<file path="src/rtl/top.sv">
// rtl/top.sv - AXI4-Stream ingress buffer: small FIFO that drops all-null filler beats.
module top #(
  parameter int DATA_WIDTH = 256,
  parameter int KEEP_WIDTH = 32,
  parameter int DEPTH      = 4
) (
  input  logic                  ACLK,
  input  logic                  ARESETN,
  input  logic [DATA_WIDTH-1:0] S_AXIS_TDATA,
  input  logic [KEEP_WIDTH-1:0] S_AXIS_TKEEP,
  input  logic                  S_AXIS_TLAST,
  input  logic                  S_AXIS_TVALID,
  output logic                  S_AXIS_TREADY,
  output logic [DATA_WIDTH-1:0] M_AXIS_TDATA,
  output logic [KEEP_WIDTH-1:0] M_AXIS_TKEEP,
  output logic                  M_AXIS_TLAST,
  output logic                  M_AXIS_TVALID,
  input  logic                  M_AXIS_TREADY
);

  localparam int AW = $clog2(DEPTH);
  localparam int EW = DATA_WIDTH + KEEP_WIDTH + 1;
  localparam logic [AW:0] FULL = (AW + 1)'(DEPTH);

  logic [EW-1:0] mem [DEPTH];
  logic [AW-1:0] wr_ptr;
  logic [AW-1:0] rd_ptr;
  logic [AW:0]   count;
  logic          active;
  logic          is_null;
  logic          store;
  logic          pop;

  // ARESETN is active-high here despite its name.
  // active keeps TREADY low until the first edge after reset release.
  assign S_AXIS_TREADY = active && (count < FULL);
  assign M_AXIS_TVALID = (count != '0);

  assign is_null = (S_AXIS_TKEEP == '0) && !S_AXIS_TLAST;
  assign store   = S_AXIS_TVALID && S_AXIS_TREADY && !is_null;
  assign pop     = M_AXIS_TVALID && M_AXIS_TREADY;

  assign {M_AXIS_TLAST, M_AXIS_TKEEP, M_AXIS_TDATA} = M_AXIS_TVALID ? mem[rd_ptr] : '0;

  always_ff @(posedge ACLK) begin
    if (store) begin
      mem[wr_ptr] <= {S_AXIS_TLAST, S_AXIS_TKEEP, S_AXIS_TDATA};
    end
  end

  always_ff @(posedge ACLK or posedge ARESETN) begin
    if (ARESETN) begin
      active <= 1'b0;
      wr_ptr <= '0;
      rd_ptr <= '0;
      count  <= '0;
    end else begin
      active <= 1'b1;
      if (store) begin
        wr_ptr <= wr_ptr + 1'b1;
      end
      if (pop) begin
        rd_ptr <= rd_ptr + 1'b1;
      end
      case ({store, pop})
        2'b10:   count <= count + 1'b1;
        2'b01:   count <= count - 1'b1;
        default: count <= count;
      endcase
    end
  end

endmodule

</file>
<file path="config.mk">
export PLATFORM = sky130hd
export DESIGN_NAME = top
export DESIGN_NICKNAME = d
export VERILOG_FILES = /design/src/rtl/top.sv
export SDC_FILE = /design/constraint.sdc
export NUM_CORES = 1
export LEC_CHECK = 0
export CORE_UTILIZATION = 59
export CTS_CLUSTER_DIAMETER = 150
export DETAILED_ROUTE_END_ITERATION = 7
export PLACE_DENSITY = 0.85
export SLEW_MARGIN = 30
export SYNTH_ARGS = -nofsm -noshare
export SYNTH_HDL_FRONTEND = slang
export SYNTH_SLANG_ARGS = --single-unit
</file>
<file path="constraint.sdc">
create_clock -name ACLK -period 22.5 [get_ports ACLK]
set_input_delay 2.25 -clock ACLK [delete_from_list [all_inputs] [get_ports ACLK]]
set_output_delay 2.25 -clock ACLK [all_outputs]
set_load 0.01 [all_outputs]
</file>
; ---- Yosys cells after proc, flatten, opt, wreduce, memory -nomap -nowiden
; Memory sizes are Yosys's and may differ from the RTL's.
; Cells that the tools add are included.
[op_classes]
add_sub_neg = 4
magnitude_cmp = 1
eq_ne = 2
n_mux = 4
n_reduce_logical = 10
[op_table]
columns = cell, count
row1 = $mux W289, 1
row2 = $logic_not A32 Y1, 1
row3 = $pmux W3 S2, 1
row4 = $logic_and A1 B1 Y1, 5
row5 = $add A2 B1 Y2 const B, 2
row6 = $add A3 B1 Y3 const B, 1
row7 = $lt A3 B3 Y1 const B, 1
row8 = $reduce_bool A3 Y1, 1
row9 = $sub A3 B1 Y3 const B, 1
row10 = $eq A2 B1 Y1 const B, 1
row11 = $eq A2 B2 Y1 const B, 1
row12 = $logic_not A1 Y1, 2
row13 = $mux W1, 2
row14 = $reduce_bool A2 Y1, 1
[totals]
ff_bits = 8
mem_bits_rw = 1156
out_inout_bits = 291
elab_cells = 26
mem_count = 1
[mem_list]
columns = memory, words, width, read_ports, rd_ports_with_merged_regs, write_ports, line_no
row1 = mem, 4, 289, 1, 0, 1, 25  ; logic [EW-1:0] mem [DEPTH];

; ---- Longest topological paths before layout
[logic_depth]
depth_word = 6
ltp_mapped = 10
ltp_nobuf = 10

; ---- Least setup slack after synthesis
; Ideal clock, no wire load.
[synth_path]
path_type = in2reg
from = input port S_AXIS_TKEEP[9]
to = memory mem[0][0] (netlist bit), enable pin
setup_ns = 0.687
arrival_time_ns = 9.224
required_ns = 21.813
setup_slack_ns = 12.589
path_stages = 4
n_path_buf = 0
path_cell_list = nor4_1 > nand4_1 > o31a_1 > and2_1
[synth_via]
elab_chain_cells = 6
[synth_lines]
columns = item, line_no
row1 = "start, declared", 10  ; input logic [KEEP_WIDTH-1:0] S_AXIS_TKEEP,
row2 = $logic_not A32 Y1, 39  ; assign is_null = (S_AXIS_TKEEP == '0) && !S_AXIS_TLAST;
row3 = $logic_and A1 B1 Y1, 39
row4 = $logic_not A1 Y1, 40  ; assign store = S_AXIS_TVALID && S_AXIS_TREADY && !is_null;
row5 = $logic_and A1 B1 Y1, 40
row6 = $mux W1, 46  ; if (store) begin
row7 = $mux W1 (implied by the code), 47  ; mem[wr_ptr] <= {S_AXIS_TLAST, S_AXIS_TKEEP, S_AXIS_TDATA};
row8 = "end, declared", 25
; Every way passes these cells.

; ---- Final worst setup path
[layout_path]
from = register rd_ptr[0]
to = output port M_AXIS_TDATA[236]
[layout_via]
elab_chain_cells = 2
[layout_lines]
columns = item, line_no
row1 = "start, declared", 27  ; logic [AW-1:0] rd_ptr;
row2 = "start signal, assigned", 63  ; rd_ptr <= rd_ptr + 1'b1;
row3 = $mem_v2 Z4 W289, --
row4 = $mux W289, 43  ; assign {M_AXIS_TLAST, M_AXIS_TKEEP, M_AXIS_TDATA} = M_AXIS_TVALID ? mem[rd_ptr] : '0;
row5 = "end, declared", 14  ; output logic [DATA_WIDTH-1:0] M_AXIS_TDATA,
; Every way passes these cells.

==> flow_summary_export.csv <==
group,metric,value,unit
clock_network,htreeDepth,3,
routing,num_vias,21385,
routing,drt-vias-per-instance,5.96,
routing,drt-total-wl,99600,um
finish,fin_util,0.732,
pwr,power_density,126,mW/mm2
clock_network,clock-sinks,1164,
pwr,p_sw,1.96,mW
synthesis,yosys.cell_count.top_type,"edfxtp_1",
sta,max_slew.worst_pin.slew,958,ps
routing,drt_iter0_drc,1854,
worst_setup_path,crit_required,20250,ps
synthesis,synth.distinct_cells,26,
clock_network,post_cts_buffers,0,
floorplan,dieWidth,277,um
clock_network,ctsLongestPathBuffers,3,
global_route,antenna_found_initial,23,
global_route,grt_pass1_wl,148000,um
worst_setup_path,path_class,"reg2out",
synthesis,ys_ff_latch,1164,
sta,setup_violations,0,
finish,fin_nets,2811,
run_status,status,"completed",
synthesis,synth_ff_type,"edfxtp_1",
clock_network,clk_latency,690,ps
synthesis,yosys-top-cells-count,"edfxtp_1, and2_1, mux4_2",
clock_network,cts_root_buffer,"clkbuf_16",
sta,relSlewSlack,0.361,
routing,first_pass_iters,5,
placement,place.gp.congestion,0.792,
clock_network,numCtsBuffers,110,
floorplan,ioPinCount,584,
pwr,power,6.87,mW
sta,skew,28.3,ps
clock_network,cts_tree,"yes",
floorplan,coreArea,0.0746,mm2
placement,place_hpwl,59700,um
global_route,track_usage,0.263,
synthesis,ys_seq_area_frac,0.785,
global_route,grt_max_degree,110,
global_route,grt_overflow,0,
synthesis,synth_warnings,0,
synthesis,ys_async_sr_fraction,0.00687,
finish,drive_gt1_frac,0.182,
placement,place_ws,16220,ps
pwr,clkPwrFrac,0.262,
sta,tns,0,ps
floorplan,start_util,0.596,
routing,wl_per_cell,27.7,um
worst_setup_path,arrival,4080,ps
pwr,p_leak,17.4,nW
finish,stdcell_area,0.0546,mm2
synthesis,ys_top_cells_by_area,"edfxtp_1, mux4_2, and2_1, buf_12, dfrtp_1",
routing,postRouteAntennaNets,0,
sta,hold_viol_final,0,
finish,syn_to_final_growth,22.7,%
worst_setup_path,crit_fanout,48,
pwr,p_comb_frac,0.354,
clock_network,clk_pin_slew_worst_paths,60,ps
placement,placed_area,0.0509,mm2
floorplan,die_area,0.0765,mm2
pwr,peakVddDrop,0.107,mV
synthesis,yosys.area.top_type,"edfxtp_1",
clock_network,cts_resized,0,
placement,portBuffers,583,
floorplan,rows,100,
min_path,min_path_type,"reg2reg",
sta,timing.fmax,158,MHz
synthesis,syn_area,0.0445,mm2
floorplan,die_h,277,um
pwr,swShare,0.286,
worst_setup_path,start_kind,"flip-flop",
sta,grt_setup_unrepaired,"false",
sta,post-route-min-period,6330,ps
synthesis,syn-num-nets,2183,
global_route,grt_pass1_vias,22852,
pwr,pwr-share-seq,0.384,
synthesis,synth_top_area_frac,0.780,
sta,finalMaxSlewViolations,0,
worst_setup_path,crit_path_end_kind,"primary output",
synthesis,synthCells,1884,
sta,postLayoutSetupSlackWorst,16170,ps
sta,fin_crit_sh,0.281,
run,drv_cap,0,
synthesis,synth_edf_count,1156,
routing,drc_errors,0,
pwr,internal_power,4.91,mW
synthesis,synth.avg_cell_area,23.6,um2
clock_network,cts_hold_buf,0,
-- cell families (layout without fill, tap and decap cells) --
kind of cell    after synthesis  count (layout)  synth area share
other cells                   1              17         0.0000843
simple gates                311             311            0.0435
mux                         291             291             0.147
fa+ha+maj                     6               6           0.00186
compound gates                1               1          0.000197
buf+inv                     104             825            0.0214
xor+xnor                      6               6           0.00118
flops                      1164            1164             0.785
-- metal layers --
metal | wire (um) | global-route usage
met1 | 35400 | 0.325
met2 | 52300 | 0.452
met3 | 8890 | 0.0761
met4 | 2830 | 0.0799
met5 | 156 | 0
-- worst max-delay path: stages, from the launching register on --
cell	delay, ps
dfrtp_4	720
buf_4	690
buf_6	610
mux4_2	580
and2_1	200
clkdlybuf4s50_1	480
-- path summary, 6_finish.rpt --
check	cells after the start	endpoint	from	slack [ps]
setup / recovery	5	M_AXIS_TDATA[236]	rd_ptr[0]$_DFFE_PP0P_	16170
hold / removal	1	count[0]$_DFFE_PP0P_	count[0]$_DFFE_PP0P_	500
setup reg to reg	6	mem[1][235]$_DFFE_PP_	count[2]$_DFFE_PP0P_	18510
hold reg to reg	1	count[0]$_DFFE_PP0P_	count[0]$_DFFE_PP0P_	500
max in group asynchronous	2	rd_ptr[1]$_DFFE_PP0P_	ARESETN	20280
min in group asynchronous	2	active$_DFF_PP0_	ARESETN	1930
-- power groups by stage --
| stage | clock, mW | sequential, mW | combinational, mW |
|---|---|---|---|
| after floorplan | 0 | 2.68 | 1.42 |
| after global placement | 0 | 2.68 | 2.37 |
| after detailed placement | 0 | 2.68 | 2.41 |
| after CTS | 1.83 | 2.64 | 2.45 |
| after global routing | 1.91 | 2.65 | 2.56 |
| final | 1.80 | 2.63 | 2.43 |
-- area by class of cell --
| cell class | count | area (um2) |
|---|---|---|
| repair buffers | 613 | 6220 |
| fillers | 3993 | 20000 |
| well taps | 969 | 1210 |
| clock buffers | 130 | 2830 |
| multi-input cells | 616 | 8630 |
| clock inverters | 75 | 703 |
| diodes | 16 | 40.0 |
| flip-flops and latches | 1164 | 34900 |
| inverters | 7 | 26.3 |
-- registers in the layout, summed over array words and instances (netlist names) --
name / cells
mem: 1156
active: 1
wr_ptr: 2
count: 3
rd_ptr: 2
-- per-stage QoR --
stage                     cells  hold slack (ps)
after floorplan            1884              455
after global placement     3364              484
after global routing       3582              527
after detailed placement   3367              496
final                      3590              496
after CTS                  3572              501
-- placed cells by master (no fill, tap or decap), drive strengths merged --
cell / count
xor2: 3
clkbuf: 130
bufinv: 10
xnor2: 3
nand2: 2
buf: 30
edfxtp: 1156
inv: 12
dfrtp: 8
clkinvlp: 3
diode: 16
nor4: 7
conb: 1
nor3: 1
mux2: 1
mux2i: 1
mux4: 289
fa: 1
o31a: 1
and2: 295
nand4: 1
nor2: 2
clkdlybuf4s50: 583
clkinv: 57
ha: 5
nand3: 1
nor2b: 1
or3: 1
(Power assumes the default switching activity.)
